<file path="config.mk">
export PLATFORM = sky130hd
export DESIGN_NAME = intra_mode_sched_flat
export DESIGN_NICKNAME = d
export VERILOG_FILES = /design/src/rtl/intra_pkg.sv /design/src/rtl/intra_mode_sched_if.sv /design/src/rtl/intra_best_trk.sv /design/src/rtl/intra_mode_sched.sv /design/src/flat_wrapper.sv
export SDC_FILE = /design/constraint.sdc
export NUM_CORES = 1
export LEC_CHECK = 0
export ABC_AREA = 1
export BUFFER_PORTS_ARGS = -buffer_cell sky130_fd_sc_hd__clkbuf_2
export CORE_AREA = 5 5 82 84
export DETAILED_ROUTE_END_ITERATION = 8
export DIE_AREA = 0 0 87 89
export GPL_TIMING_DRIVEN = 0
export PLACE_DENSITY = 0.74
export SLEW_MARGIN = 20
export SYNTH_ARGS = -nofsm -noshare
export SYNTH_HDL_FRONTEND = slang
export SYNTH_SLANG_ARGS = --single-unit
</file>
<file path="constraint.sdc">
create_clock -name clk -period 4.7 [get_ports clk]
set_clock_uncertainty 0.1 [all_clocks]
set_input_delay 0.235 -clock clk [delete_from_list [all_inputs] [get_ports clk]]
set_output_delay 0.235 -clock clk [all_outputs]
set_load 0.005 [all_outputs]
</file>
<file path="src/rtl/intra_pkg.sv">
// Shared constants and the scheduler state type for the intra-mode sweep scheduler.
package intra_pkg;

  localparam int NUM_MODES_DEFAULT = 35;
  localparam int MODE_W            = 6;

  localparam logic [MODE_W-1:0] MODE_PLANAR = 6'd0;
  localparam logic [MODE_W-1:0] MODE_DC     = 6'd1;

  typedef enum logic [1:0] {
    IDLE  = 2'd0,
    ISSUE = 2'd1,
    WAIT  = 2'd2,
    FIN   = 2'd3
  } sched_state_t;

endpackage

</file>
<file path="src/rtl/intra_mode_sched_if.sv">
// Request/cost handshake between the mode scheduler (master) and the sample generator (slave).
interface intra_mode_sched_if #(
  parameter int COST_W = 16
);
  import intra_pkg::*;

  logic                pred_req;
  logic [MODE_W-1:0]   pred_mode;
  logic                pred_ack;
  logic                cost_valid;
  logic [COST_W-1:0]   cost;

  modport master (
    output pred_req,
    output pred_mode,
    input  pred_ack,
    input  cost_valid,
    input  cost
  );

  modport slave (
    input  pred_req,
    input  pred_mode,
    output pred_ack,
    output cost_valid,
    output cost
  );

endinterface

</file>
<file path="src/rtl/intra_best_trk.sv">
// Running minimum tracker: holds the best cost/mode of the current sweep and exposes the
// value merged with the cost being sampled this cycle, so a final result can be loaded in one step.
module intra_best_trk
  import intra_pkg::*;
#(
  parameter int COST_W = 16
) (
  input  logic              clk,
  input  logic              rst,
  input  logic              clear,
  input  logic              sample,
  input  logic [COST_W-1:0] cost,
  input  logic [MODE_W-1:0] mode,
  output logic [COST_W-1:0] merged_cost,
  output logic [MODE_W-1:0] merged_mode
);

  logic [COST_W-1:0] run_cost;
  logic [MODE_W-1:0] run_mode;
  logic              better;

  // Strict less-than: on a tie the earlier (lower) mode is kept.
  assign better      = sample && (cost < run_cost);
  assign merged_cost = better ? cost : run_cost;
  assign merged_mode = better ? mode : run_mode;

  // NOTE: state registers use non-blocking assignments so every flop samples pre-edge values.
  always_ff @(posedge clk or posedge rst) begin
    if (rst) begin
      run_cost <= '1;
      run_mode <= MODE_PLANAR;
    end else if (clear) begin
      run_cost <= '1;
      run_mode <= MODE_PLANAR;
    end else begin
      run_cost <= merged_cost;
      run_mode <= merged_mode;
    end
  end

endmodule

</file>
<file path="src/rtl/intra_mode_sched.sv">
// Intra-mode sweep scheduler: requests each mode from the sample generator, one outstanding
// at a time, and reports the lowest-cost mode. Optional macro INTRA_EARLY_TERM_EN adds early_thr.
module intra_mode_sched
  import intra_pkg::*;
#(
  parameter int NUM_MODES = NUM_MODES_DEFAULT,
  parameter int COST_W    = 16
) (
  input  logic                clk,
  input  logic                rst,
  input  logic                start,
  input  logic                abort,
  intra_mode_sched_if.master  gen,
`ifdef INTRA_EARLY_TERM_EN
  input  logic [COST_W-1:0]   early_thr,
`endif
  output logic                busy,
  output logic                done,
  output logic [MODE_W-1:0]   best_mode,
  output logic [COST_W-1:0]   best_cost,
  output logic [MODE_W-1:0]   eval_cnt
);

  localparam logic [MODE_W-1:0] LAST_MODE = MODE_W'(NUM_MODES - 1);

  sched_state_t      state;
  sched_state_t      next_state;
  logic [MODE_W-1:0] mode_cnt;
  logic              accept_start;
  logic              cost_take;
  logic              early_hit;
  logic              sweep_end;
  logic [COST_W-1:0] trk_cost;
  logic [MODE_W-1:0] trk_mode;

  // Abort outranks both start and a cost arriving in the same cycle.
  assign accept_start = (state == IDLE) && start && !abort;
  assign cost_take    = (state == WAIT) && gen.cost_valid && !abort;

`ifdef INTRA_EARLY_TERM_EN
  assign early_hit = cost_take && (gen.cost <= early_thr);
`else
  assign early_hit = 1'b0;
`endif

  assign sweep_end = cost_take && ((mode_cnt == LAST_MODE) || early_hit);

  always_ff @(posedge clk or posedge rst) begin
    if (rst) state <= IDLE;
    else     state <= next_state;
  end

  // NOTE: defaulting every combinational output first keeps each path assigned, so no latch is inferred.
  always_comb begin
    next_state = state;
    unique case (state)
      IDLE:  if (accept_start) next_state = ISSUE;
      ISSUE: begin
        if (abort)             next_state = IDLE;
        else if (gen.pred_ack) next_state = WAIT;
      end
      WAIT: begin
        if (abort)          next_state = IDLE;
        else if (sweep_end) next_state = FIN;
        else if (cost_take) next_state = ISSUE;
      end
      FIN:   next_state = IDLE;
      default: next_state = IDLE;
    endcase
  end

  always_comb begin
    gen.pred_req  = 1'b0;
    gen.pred_mode = '0;
    busy          = 1'b1;
    done          = 1'b0;
    unique case (state)
      IDLE:  busy = 1'b0;
      ISSUE: begin
        gen.pred_req  = 1'b1;
        gen.pred_mode = mode_cnt;
      end
      WAIT:  ;
      FIN:   done = 1'b1;
      default: busy = 1'b0;
    endcase
  end

  always_ff @(posedge clk or posedge rst) begin
    if (rst) begin
      mode_cnt <= '0;
    end else if (accept_start) begin
      mode_cnt <= MODE_PLANAR;
    end else if (cost_take && !sweep_end) begin
      mode_cnt <= mode_cnt + 1'b1;
    end
  end

  intra_best_trk #(
    .COST_W (COST_W)
  ) u_best_trk (
    .clk         (clk),
    .rst         (rst),
    .clear       (accept_start),
    .sample      (cost_take),
    .cost        (gen.cost),
    .mode        (mode_cnt),
    .merged_cost (trk_cost),
    .merged_mode (trk_mode)
  );

  // Results load on the edge into FIN so they are already valid while done is high.
  always_ff @(posedge clk or posedge rst) begin
    if (rst) begin
      best_mode <= MODE_PLANAR;
      best_cost <= '1;
      eval_cnt  <= '0;
    end else if (sweep_end) begin
      best_mode <= trk_mode;
      best_cost <= trk_cost;
      eval_cnt  <= mode_cnt + 1'b1;
    end
  end

endmodule

</file>
<file path="src/flat_wrapper.sv">
// flat-port wrapper written by rule: the top's interface ports become plain ports
module intra_mode_sched_flat import intra_pkg::*;
#(
  parameter int NUM_MODES = NUM_MODES_DEFAULT,
  parameter int COST_W    = 16
)
  (clk, rst, start, abort, busy, done, best_mode, best_cost, eval_cnt, gen_pred_req, gen_pred_mode, gen_pred_ack, gen_cost_valid, gen_cost);
  intra_mode_sched_if #(.COST_W(COST_W)) gen_i ();
  input  logic clk;
  input  logic rst;
  input  logic start;
  input  logic abort;
  output logic busy;
  output logic done;
  output logic [MODE_W-1:0] best_mode;
  output logic [COST_W-1:0] best_cost;
  output logic [MODE_W-1:0] eval_cnt;
  output wire logic [$bits(gen_i.pred_req)-1:0] gen_pred_req;
  output wire logic [$bits(gen_i.pred_mode)-1:0] gen_pred_mode;
  input wire logic [$bits(gen_i.pred_ack)-1:0] gen_pred_ack;
  input wire logic [$bits(gen_i.cost_valid)-1:0] gen_cost_valid;
  input wire logic [$bits(gen_i.cost)-1:0] gen_cost;
  assign gen_pred_req = gen_i.pred_req;
  assign gen_pred_mode = gen_i.pred_mode;
  assign gen_i.pred_ack = gen_pred_ack;
  assign gen_i.cost_valid = gen_cost_valid;
  assign gen_i.cost = gen_cost;
  intra_mode_sched #(.NUM_MODES(NUM_MODES), .COST_W(COST_W)) u_core (.clk(clk), .rst(rst), .start(start), .abort(abort), .gen(gen_i), .busy(busy), .done(done), .best_mode(best_mode), .best_cost(best_cost), .eval_cnt(eval_cnt));
endmodule
</file>
# ---- Yosys cells after proc, flatten, opt, wreduce, memory -nomap -nowiden
# Index checks and enable logic that the tools add are counted.
dict set report classes {
  add_sub_neg 1
  magnitude_cmp 1
  n_eq_ne 7
  n_mux 17
  reduce_logical 12
}
# operator n
set ops {}
lappend ops {{$mux W16} 2}
lappend ops {{$mux W6} 5}
lappend ops {{$lt A16 B16 Y1} 1}
lappend ops {{$mux W2} 6}
lappend ops {{$pmux W2 S4} 1}
lappend ops {{$logic_and A1 B1 Y1} 7}
lappend ops {{$add A6 B1 Y6 const B} 1}
lappend ops {{$eq A6 B6 Y1 const B} 1}
lappend ops {{$eq A2 B2 Y1 const B} 2}
lappend ops {{$ne A4 B2 Y1 const B} 1}
lappend ops {{$mux W1} 3}
lappend ops {{$ne A3 B3 Y1 const B} 1}
lappend ops {{$reduce_and A3 Y1} 1}
lappend ops {{$eq A2 B1 Y1 const B} 1}
lappend ops {{$logic_not A1 Y1} 2}
lappend ops {{$logic_not A2 Y1} 1}
lappend ops {{$ne A2 B1 Y1 const B} 1}
lappend ops {{$reduce_bool A2 Y1} 1}
dict set report totals {
  reg_bits 58
  in_bits 22
  output_inout_bits 37
}

# ---- Depth between registers and ports, before layout
# Gate-level depths: netlist of run 1.
dict set report logic_depth {
  word_depth 8
  mapped_depth 14
  mapped_depth_nobuf 13
}

# ---- By module
# A second synthesis of run 1 with hierarchy kept.
dict set report hier_totals {
  hier_cells 405
  hier_area_um2 3144.3
}
# mod instances cells_per_inst area_per_inst_um2
set modules_own_cells {}
lappend modules_own_cells {intra_mode_sched 1 200 1651.6}
lappend modules_own_cells {intra_best_trk 1 205 1492.7}

# ---- Worst setup path before layout of run 1
# No wires, ideal clock.
dict set report synth_path {
  path_kind {register -> register}
  from {reg u_core.u_best_trk.run_cost[13]}
  to {reg u_core.best_mode[0]}
  arrival_time_ns 1.696
  required_ns 4.483
  path_slack_ns 2.786
  path_stages_with_launch 12
  path_buffers 1
  cell_sequence {dfstp_2 > inv_1 > ha_1 > nand2_1 > inv_1 > o21ai_0 > nand3_2 > nor2_4 > buf_4 > nand3_1 > nand3_1 > nand2_1}
}
dict set report synth_via {
  elab_chain_len 3
}
# item line_no
set synth_rtl {}
lappend synth_rtl {{start, declared} intra_best_trk.sv:18} ;# logic [COST_W-1:0] run_cost;
lappend synth_rtl {{start signal, assigned} intra_best_trk.sv:36} ;# run_cost <= merged_cost;
lappend synth_rtl {{$lt A16 B16 Y1} intra_best_trk.sv:23} ;# assign better = sample && (cost < run_cost);
lappend synth_rtl {{$logic_and A1 B1 Y1} intra_best_trk.sv:23}
lappend synth_rtl {{$mux W6} intra_best_trk.sv:25} ;# assign merged_mode = better ? mode : run_mode;
lappend synth_rtl {{end signal, assigned} intra_mode_sched.sv:119} ;# best_mode <= trk_mode;
lappend synth_rtl {{end, declared} intra_mode_sched.sv:19} ;# output logic [MODE_W-1:0] best_mode,
# Every way passes these cells.
# A chain may end at the register's enable or synchronous reset.

# ---- Worst setup path in the final report of run 1
dict set report layout_path {
  from {reg u_core.u_best_trk.run_cost[5]}
  to {reg u_core.best_mode[2]}
}
# Same word-level chain as after synthesis.

==> results.json, run 1 <==
{
  "result_of_the_run": "finished, final reports clean",
  "finalWorstPathRequiredPeriod_ns": 2.248,
  "detailedRoute.firstIterationViolations": 118,
  "grt.overflow.total": 0,
  "timing.critical_path.to_type": "flop",
  "die_w_um": 87,
  "critical_path_arrival_ns": 2.38,
  "grt_start_max_net_pins": 59,
  "row_count": 28,
  "htree_num_levels": 3,
  "ys_seq_elements": 58,
  "cts.sink_count": 58,
  "synth.avg_cell_area_um2": 8.017,
  "insertedDiodeCount": 0,
  "post_cts_hold_buffer_count": 1,
  "floorplan.initialDensity_pct": 53.17,
  "firstDrtPassIters": 5,
  "list_of_cells_traversed_by_the_critical_path": "inv_1, ha_1, a21oi_1, nor2_1, nor3_1, nand2_1, nand2_1, buf_2, nand3_1, nand3_1, nand2_1",
  "gp_congestion": 0.7909,
  "post-cts-setup-buffer-count": 0,
  "power.ir.vdd_worst_v": 0.0002862,
  "static-leakage-power_nw": 2.196,
  "start_kind": "flop",
  "grt_pass1_vias": 2638,
  "grt_pass1_wl_mm": 12.06,
  "clock_pin_slew_on_the_worst_setup_and_hold_paths_ns": 0.06,
  "netlist_area_um2": 3110,
  "timing.final.crit_share_pct": 47.84,
  "detail_route.drc_violations": 0,
  "tritoncts": "done",
  "path_delay_family": "simple AND/OR/NAND/NOR gates",
  "die-height_um": 89,
  "crit_path_max_incr_delay_ns": 0.51,
  "finalSetupViolations": 0,
  "library_cell_used_as_clock_root_buffer": "sky130_fd_sc_hd__clkbuf_8",
  "syn_inst": 388,
  "die_area_um2": 7743,
  "core_area_um2": 5851,
  "mappedNetlistNets": 427,
  "insertion_delay_ns": 0.34,
  "routed_via_count_divided_by_cell_count": 4.944,
  "path_class": "reg -> reg",
  "final_core_util_pct": 63.07,
  "io_pins": 59,
  "num-nets-final": 497,
  "synth.distinct_cells": 26,
  "post_cts_resized": 0,
  "antenna_left": 0,
  "synth_sequential_area_ratio_pct": 47.95,
  "cp_data_required_time_ns": 4.83,
  "tritoncts.num_buffers": 9,
  "slew_viol_final": 0,
  "maxCapViolCount": 0,
  "groute.usage.overall_pct": 20.19,
  "power_per_cell_area_nw_per_um2": 357.5,
  "slew_limit_headroom_pct": 51.71,
  "io_buffers": 58,
  "fin_tns_setup_ns": 0,
  "crit_buf_inv": 2,
  "drt-total-wl_mm": 6.976,
  "dr_total_vias": 2660,
  "max_clock_freq_ghz": 0.4448,
  "dp.final_hpwl_mm": 4.997,
  "yosys_warnings": 0,
  "hold_class": "in -> reg",
  "antenna_violations_before_repair": 0,
  "cp_common_cell": "sky130_fd_sc_hd__nand2_1",
  "critPathSlowestCell": "sky130_fd_sc_hd__dfstp_2",
  "report.final.hold_viol_count": 0,
  "slew_worst_pin_ns": 0.7243,
  "layout_cell_share_with_drive_strength_beyond_1_pct": 27.00,
  "routed_wire_length_per_instance_um": 12.97,
  "rsz_0062_raised_after_global_routing": "no",
  "clk_path_buf_depth": 2,
  "critPathMaxFanout": 10,
  "synthToLayoutAreaGrowth_pct": 18.62
}
==> state kept, by name, summed over array words and instances, names as in the netlist <==
register,flops
u_core.eval_cnt,6
u_core.mode_cnt,6
u_core.u_best_trk.run_cost,16
u_core.best_mode,6
u_core.u_best_trk.run_mode,6
u_core.state,2
u_core.best_cost,16
==> cells in the mapped netlist <==
cell type / n / area share, %
sky130_fd_sc_hd__nand3_2: 1 / 0.32
sky130_fd_sc_hd__inv_1: 63 / 7.6
sky130_fd_sc_hd__buf_6: 6 / 2.2
sky130_fd_sc_hd__nor3_1: 2 / 0.32
sky130_fd_sc_hd__ha_1: 17 / 6.8
sky130_fd_sc_hd__nand2_2: 1 / 0.20
sky130_fd_sc_hd__nor2_1: 22 / 2.7
sky130_fd_sc_hd__buf_2: 2 / 0.32
sky130_fd_sc_hd__nor2_4: 2 / 0.72
sky130_fd_sc_hd__buf_4: 2 / 0.48
sky130_fd_sc_hd__xor2_1: 4 / 1.1
sky130_fd_sc_hd__o21ai_0: 9 / 1.4
sky130_fd_sc_hd__nand2_1: 132 / 16
sky130_fd_sc_hd__o211ai_1: 1 / 0.24
sky130_fd_sc_hd__inv_2: 1 / 0.12
sky130_fd_sc_hd__or2_2: 1 / 0.20
sky130_fd_sc_hd__nor3_4: 1 / 0.52
sky130_fd_sc_hd__nor3_2: 1 / 0.32
sky130_fd_sc_hd__dfstp_2: 32 / 27
sky130_fd_sc_hd__clkbuf_1: 1 / 0.12
sky130_fd_sc_hd__nand3_1: 50 / 8.0
sky130_fd_sc_hd__inv_4: 1 / 0.20
sky130_fd_sc_hd__a21oi_1: 6 / 0.97
sky130_fd_sc_hd__nand3_4: 1 / 0.56
sky130_fd_sc_hd__o22ai_1: 3 / 0.60
sky130_fd_sc_hd__dfrtp_1: 26 / 21
==> stage by stage <==
step / instance area [um^2] / setup slack, ns / power [mW] / instances / hold WS [ns]
global placement: 3495 / 2.222 / 0.8848 / 521 / 0.3524
detailed placement: 3497 / 2.448 / 0.8986 / 521 / 0.2960
CTS: 3690 / 2.440 / 1.331 / 538 / 0.07268
finish: 3690 / 2.452 / 1.319 / 538 / 0.08983
global route: 3690 / 2.186 / 1.411 / 538 / 0.1023
floorplan: 3110 / 2.786 / 0.8145 / 388 / 0.3190
==> worst paths after layout <==
kind / startpoint / endpoint / slack, ns / cells past startpoint
min in group asynchronous: rst / u_core.eval_cnt[3]$_DFFE_PP0N_ / 0.46 / 3
max reg2reg: u_core.u_best_trk.run_cost[5]$_DFF_PP1_ / u_core.best_mode[2]$_DFFE_PP0N_ / 2.45 / 11
max: u_core.u_best_trk.run_cost[5]$_DFF_PP1_ / u_core.best_mode[2]$_DFFE_PP0N_ / 2.45 / 11
max in group asynchronous: rst / u_core.eval_cnt[5]$_DFFE_PP0N_ / 3.55 / 3
min reg2reg: u_core.eval_cnt[5]$_DFFE_PP0N_ / u_core.eval_cnt[5]$_DFFE_PP0N_ / 0.37 / 1
min: gen_pred_ack / u_core.state[0]$_DFFE_PP0P_ / 0.09 / 4
==> worst register-to-register path, delay by kind of cell (launching register included) <==
| family | cells | cell delay, ns |
|---|---|---|
| fa+ha+maj | 1 | 0.28 |
| flops | 1 | 0.51 |
| compound gates | 1 | 0.13 |
| simple gates | 7 | 0.81 |
| buf+inv | 2 | 0.31 |
==> kinds of logic after synthesis <==
| family | Yosys count | share of synthesized area [%] |
|---|---|---|
| compound gates | 19 | 3.258 |
| xor+xnor | 4 | 1.126 |
| flops | 58 | 47.95 |
| simple gates | 214 | 29.81 |
| fa+ha+maj | 17 | 6.838 |
| buf+inv | 76 | 11.02 |
==> cell usage in the layout (no fill, tap or decap), types with 6 or more instances in the layout <==
master	synthesis	routed
sky130_fd_sc_hd__a21oi_1	6	6
sky130_fd_sc_hd__inv_1	63	62
sky130_fd_sc_hd__dfstp_2	32	32
sky130_fd_sc_hd__o21ai_0	9	9
sky130_fd_sc_hd__clkbuf_8	0	12
sky130_fd_sc_hd__dfrtp_1	26	26
sky130_fd_sc_hd__ha_1	17	17
sky130_fd_sc_hd__nand2_1	132	132
sky130_fd_sc_hd__nand3_1	50	50
sky130_fd_sc_hd__clkbuf_2	0	58
sky130_fd_sc_hd__buf_6	6	6
sky130_fd_sc_hd__nor2_1	22	22
==> routing by layer <==
metal | vias to the layer above | GRT usage (%) | wire length [um]
met3 | 11 | 6.820 | 440
met1 | 1240 | 26.32 | 3101
li1 | 1338 | - | -
met5 | - | 0 | 0
met2 | 71 | 31.54 | 3290
met4 | 0 | 7.082 | 144
==> cell type report <==
cell class	count	area, um^2
Buffer	11	96.34
Clock buffer	14	172.7
Clock inverter	2	10.01
Fill cell	512	2161
Inverter	65	249.0
Multi-Input combinational cell	254	1276
Sequential cell	58	1491
Tap cell	75	93.84
Timing Repair Buffer	59	300.3
==> power by group <==
group	leakage (nW)	switching, mW	internal [mW]
sequential	0.682	0.0254	0.577
combinational	1.42	0.189	0.101
clock	0.0965	0.193	0.233
No activity file was read; power rests on OpenSTA's default activity.
==> run 2: changes to the inputs <==
--- a/config.mk
+++ b/config.mk
@@ -7,11 +7,11 @@
 export LEC_CHECK = 0
 export ABC_AREA = 1
 export BUFFER_PORTS_ARGS = -buffer_cell sky130_fd_sc_hd__clkbuf_2
-export CORE_AREA = 5 5 82 84
+export CORE_AREA = 5 5 85 87
 export DETAILED_ROUTE_END_ITERATION = 8
-export DIE_AREA = 0 0 87 89
+export DIE_AREA = 0 0 90 92
 export GPL_TIMING_DRIVEN = 0
-export PLACE_DENSITY = 0.74
+export PLACE_DENSITY = 0.72
 export SLEW_MARGIN = 20
 export SYNTH_ARGS = -nofsm -noshare
 export SYNTH_HDL_FRONTEND = slang
==> constraint.sdc (replaced) <==
create_clock -name clk -period 1.9 [get_ports clk]
set_clock_uncertainty 0.1 [all_clocks]
set_input_delay 0.095 -clock clk [delete_from_list [all_inputs] [get_ports clk]]
set_output_delay 0.095 -clock clk [all_outputs]
set_load 0.005 [all_outputs]
==> run 2 against run 1 <==
Highest routed layer unchanged. Combinational power grew to 3.4 times the previous value. Clock power grew 140%. Maximum frequency grew 12%. Cell count grew 3.5%. The run now ends with setup timing left. Largest power group unchanged. Core utilization grew 4.2 points. First-iteration DRC count shrank 20%. Total power grew to 2.7 times the previous value. Critical path type unchanged. Global-route usage shrank 1.4 points. Hold slack lost 0.083 ns. Sequential cell count is the same. Final area grew 15%.
==> results.json, run 2 (same netlist as run 1, synthesis figures left out) <==
{
  "core_area_um2": 6277,
  "timing.critical_path.to_type": "flop",
  "placed_cell_area_um2": 3503,
  "antenna_left": 0,
  "dr_total_vias": 2773,
  "grt_start_max_net_pins": 59,
  "slew_viol_final": 0,
  "layout_cell_share_with_drive_strength_beyond_1_pct": 42.08,
  "tritoncts": "done",
  "floorplan.initialDensity_pct": 49.55,
  "grt_use_met1_pct": 24.31,
  "hold_class": "in -> reg",
  "crit_buf_inv": 3,
  "library_cell_used_as_clock_root_buffer": "sky130_fd_sc_hd__clkbuf_8",
  "max_clock_freq_ghz": 0.5003,
  "worstSetupStartpoint": "u_core.u_best_trk.run_cost[10]$_DFF_PP1_",
  "finalInstanceArea_um2": 4225,
  "holdWs_ns": 0.007263,
  "io_pins": 59,
  "die_area_um2": 8280,
  "fin_tns_setup_ns": -2.842,
  "rsz_0062_raised_after_global_routing": "yes",
  "grt_pass1_wl_mm": 12.64,
  "multi_input_gate_area_um2": 1637,
  "dp.final_hpwl_mm": 4.794,
  "routed_via_count_divided_by_cell_count": 4.978,
  "critical_path_arrival_ns": 2.18,
  "crit_end": "u_core.best_cost[9]$_DFFE_PP1N_",
  "groute.usage.overall_pct": 18.83,
  "static-leakage-power_nw": 2.291,
  "met3_usage_pct": 5.237,
  "row_count": 29,
  "path_class": "reg -> reg",
  "cp_common_cell": "sky130_fd_sc_hd__nand2_1",
  "cts.sink_count": 58,
  "dp_cells": 523,
  "critPathSlowestCell": "sky130_fd_sc_hd__dfstp_2",
  "clock_pin_slew_on_the_worst_setup_and_hold_paths_ns": 0.07,
  "slew_worst_pin_ns": 0.7129,
  "die-height_um": 92,
  "start_kind": "flop",
  "reg2reg_setup_slack_ns": -0.1,
  "finalSetupViolations": 44,
  "power_per_cell_area_nw_per_um2": 833.7,
  "report.final.hold_viol_count": 0,
  "synthToLayoutAreaGrowth_pct": 35.84,
  "timing.final.ws_setup_ns": -0.09886,
  "critPathMaxFanout": 10,
  "htree_num_levels": 3,
  "grt.overflow.total": 0,
  "path_delay_family": "simple AND/OR/NAND/NOR gates",
  "placement.setup.worst_slack_ns": -0.2676,
  "detailedRoute.firstIterationViolations": 94,
  "timing.final.crit_share_pct": 105.2,
  "die_w_um": 90,
  "antenna_violations_before_repair": 0,
  "list_of_cells_traversed_by_the_critical_path": "inv_1, ha_1, nand2_1, inv_1, o21ai_2, a21oi_4, nor2_4, nand2_4, buf_8, nand2_1, nand3_1, nand2_1",
  "final_cells": 557,
  "finalWorstPathRequiredPeriod_ns": 1.999,
  "worst_r2r_endpoint": "u_core.best_cost[9]$_DFFE_PP1N_",
  "gp_congestion": 0.8383,
  "crit_path_max_incr_delay_ns": 0.52,
  "num-nets-final": 514,
  "cp_data_required_time_ns": 2.08,
  "global_route.usage.met2_pct": 29.76,
  "layout.cells.most_common": "sky130_fd_sc_hd__nand2_1",
  "tritoncts.num_buffers": 9,
  "power.ir.vdd_worst_v": 0.0006279,
  "reg.largest.list": "u_core.best_cost: 16 flops, u_core.u_best_trk.run_cost: 16 flops",
  "clk_path_buf_depth": 2,
  "failing_checks": "setup timing",
  "number_of_filler_instances_in_the_final_layout": 502,
  "final_core_util_pct": 67.31,
  "firstDrtPassIters": 4,
  "grt_busiest_layer": "met2",
  "insertion_delay_ns": 0.34,
  "drt-total-wl_mm": 7.745,
  "power.total_mw": 3.523,
  "detail_route.drc_violations": 0,
  "ff2ff_path_depth": 12,
  "grt_pass1_vias": 2799,
  "worstSetupPathDepth": 12,
  "maxCapViolCount": 0,
  "routed_wire_length_per_instance_um": 13.90,
  "layout_common_cells": "109 x sky130_fd_sc_hd__nand2_1, 58 x sky130_fd_sc_hd__clkbuf_2, 54 x sky130_fd_sc_hd__inv_1",
  "io_buffers": 58,
  "r2r-start": "u_core.u_best_trk.run_cost[10]$_DFF_PP1_",
  "insertedDiodeCount": 0,
  "slew_limit_headroom_pct": 52.48,
  "result_of_the_run": "finished with violations",
  "seqCellArea_um2": 1491
}
run 2: where the power goes:
group | internal, mW | switching, mW | total [mW]
Combinational | 0.380 | 0.621 | 1.00
Clock | 0.539 | 0.488 | 1.03
Sequential | 1.43 | 0.0676 | 1.50
Total | 2.35 | 1.18 | 3.52
run 2: area by class of cell:
class	count	area share, %
Buffer	11	2.932
Clock buffer	13	3.761
Clock inverter	3	0.3553
Inverter	65	5.952
Multi-Input combinational cell	254	38.73
Sequential cell	58	35.30
Tap cell	77	2.280
Timing Repair Buffer	76	10.69
run 2: layer usage:
layer,part of all wire (%),wire length [um],vias to the layer above
met5,0,0,-
li1,-,-,1374
met3,4.4,343,15
met2,50,3896,60
met1,43,3335,1324
met4,2.2,170,0
run 2: worst min path at each step:
stage                               from                                       end  slack, ns  depth (start not counted)
after floorplan           gen_cost_valid               u_core.state[1]$_DFFE_PP0P_       0.18                          3
after global placement    gen_cost_valid               u_core.state[1]$_DFFE_PP0P_       0.30                          4
after detailed placement             rst            u_core.eval_cnt[4]$_DFFE_PP0N_       0.16                          2
after CTS                   gen_cost[10]  u_core.u_best_trk.run_cost[10]$_DFF_PP1_      0.003                          5
after global routing        gen_cost[10]  u_core.u_best_trk.run_cost[10]$_DFF_PP1_       0.04                          5
final                       gen_cost[10]  u_core.u_best_trk.run_cost[10]$_DFF_PP1_      0.007                          5
run 2: worst reg2reg max path, stage by stage (launching register included):
cell	delay [ns]
sky130_fd_sc_hd__dfstp_2	0.52
sky130_fd_sc_hd__inv_1	0.05
sky130_fd_sc_hd__ha_1	0.28
sky130_fd_sc_hd__nand2_1	0.07
sky130_fd_sc_hd__inv_1	0.06
sky130_fd_sc_hd__o21ai_2	0.08
sky130_fd_sc_hd__a21oi_4	0.08
sky130_fd_sc_hd__nor2_4	0.21
sky130_fd_sc_hd__nand2_4	0.11
sky130_fd_sc_hd__buf_8	0.15
sky130_fd_sc_hd__nand2_1	0.08
sky130_fd_sc_hd__nand3_1	0.08
sky130_fd_sc_hd__nand2_1	0.07
run 2: timing repair:
| item | 4_1_cts | 5_1_grt |
|---|---|---|
| buffers inserted | 5 | 1 |
| gates resized for setup | 47 | 47 |
| endpoints found under the setup margin | 45 | 47 |
| gates cloned | 3 | 0 |
| hold buffers | 9 | 0 |
| pin swaps | 14 | 10 |
| endpoints found under the hold margin | 33 | 0 |
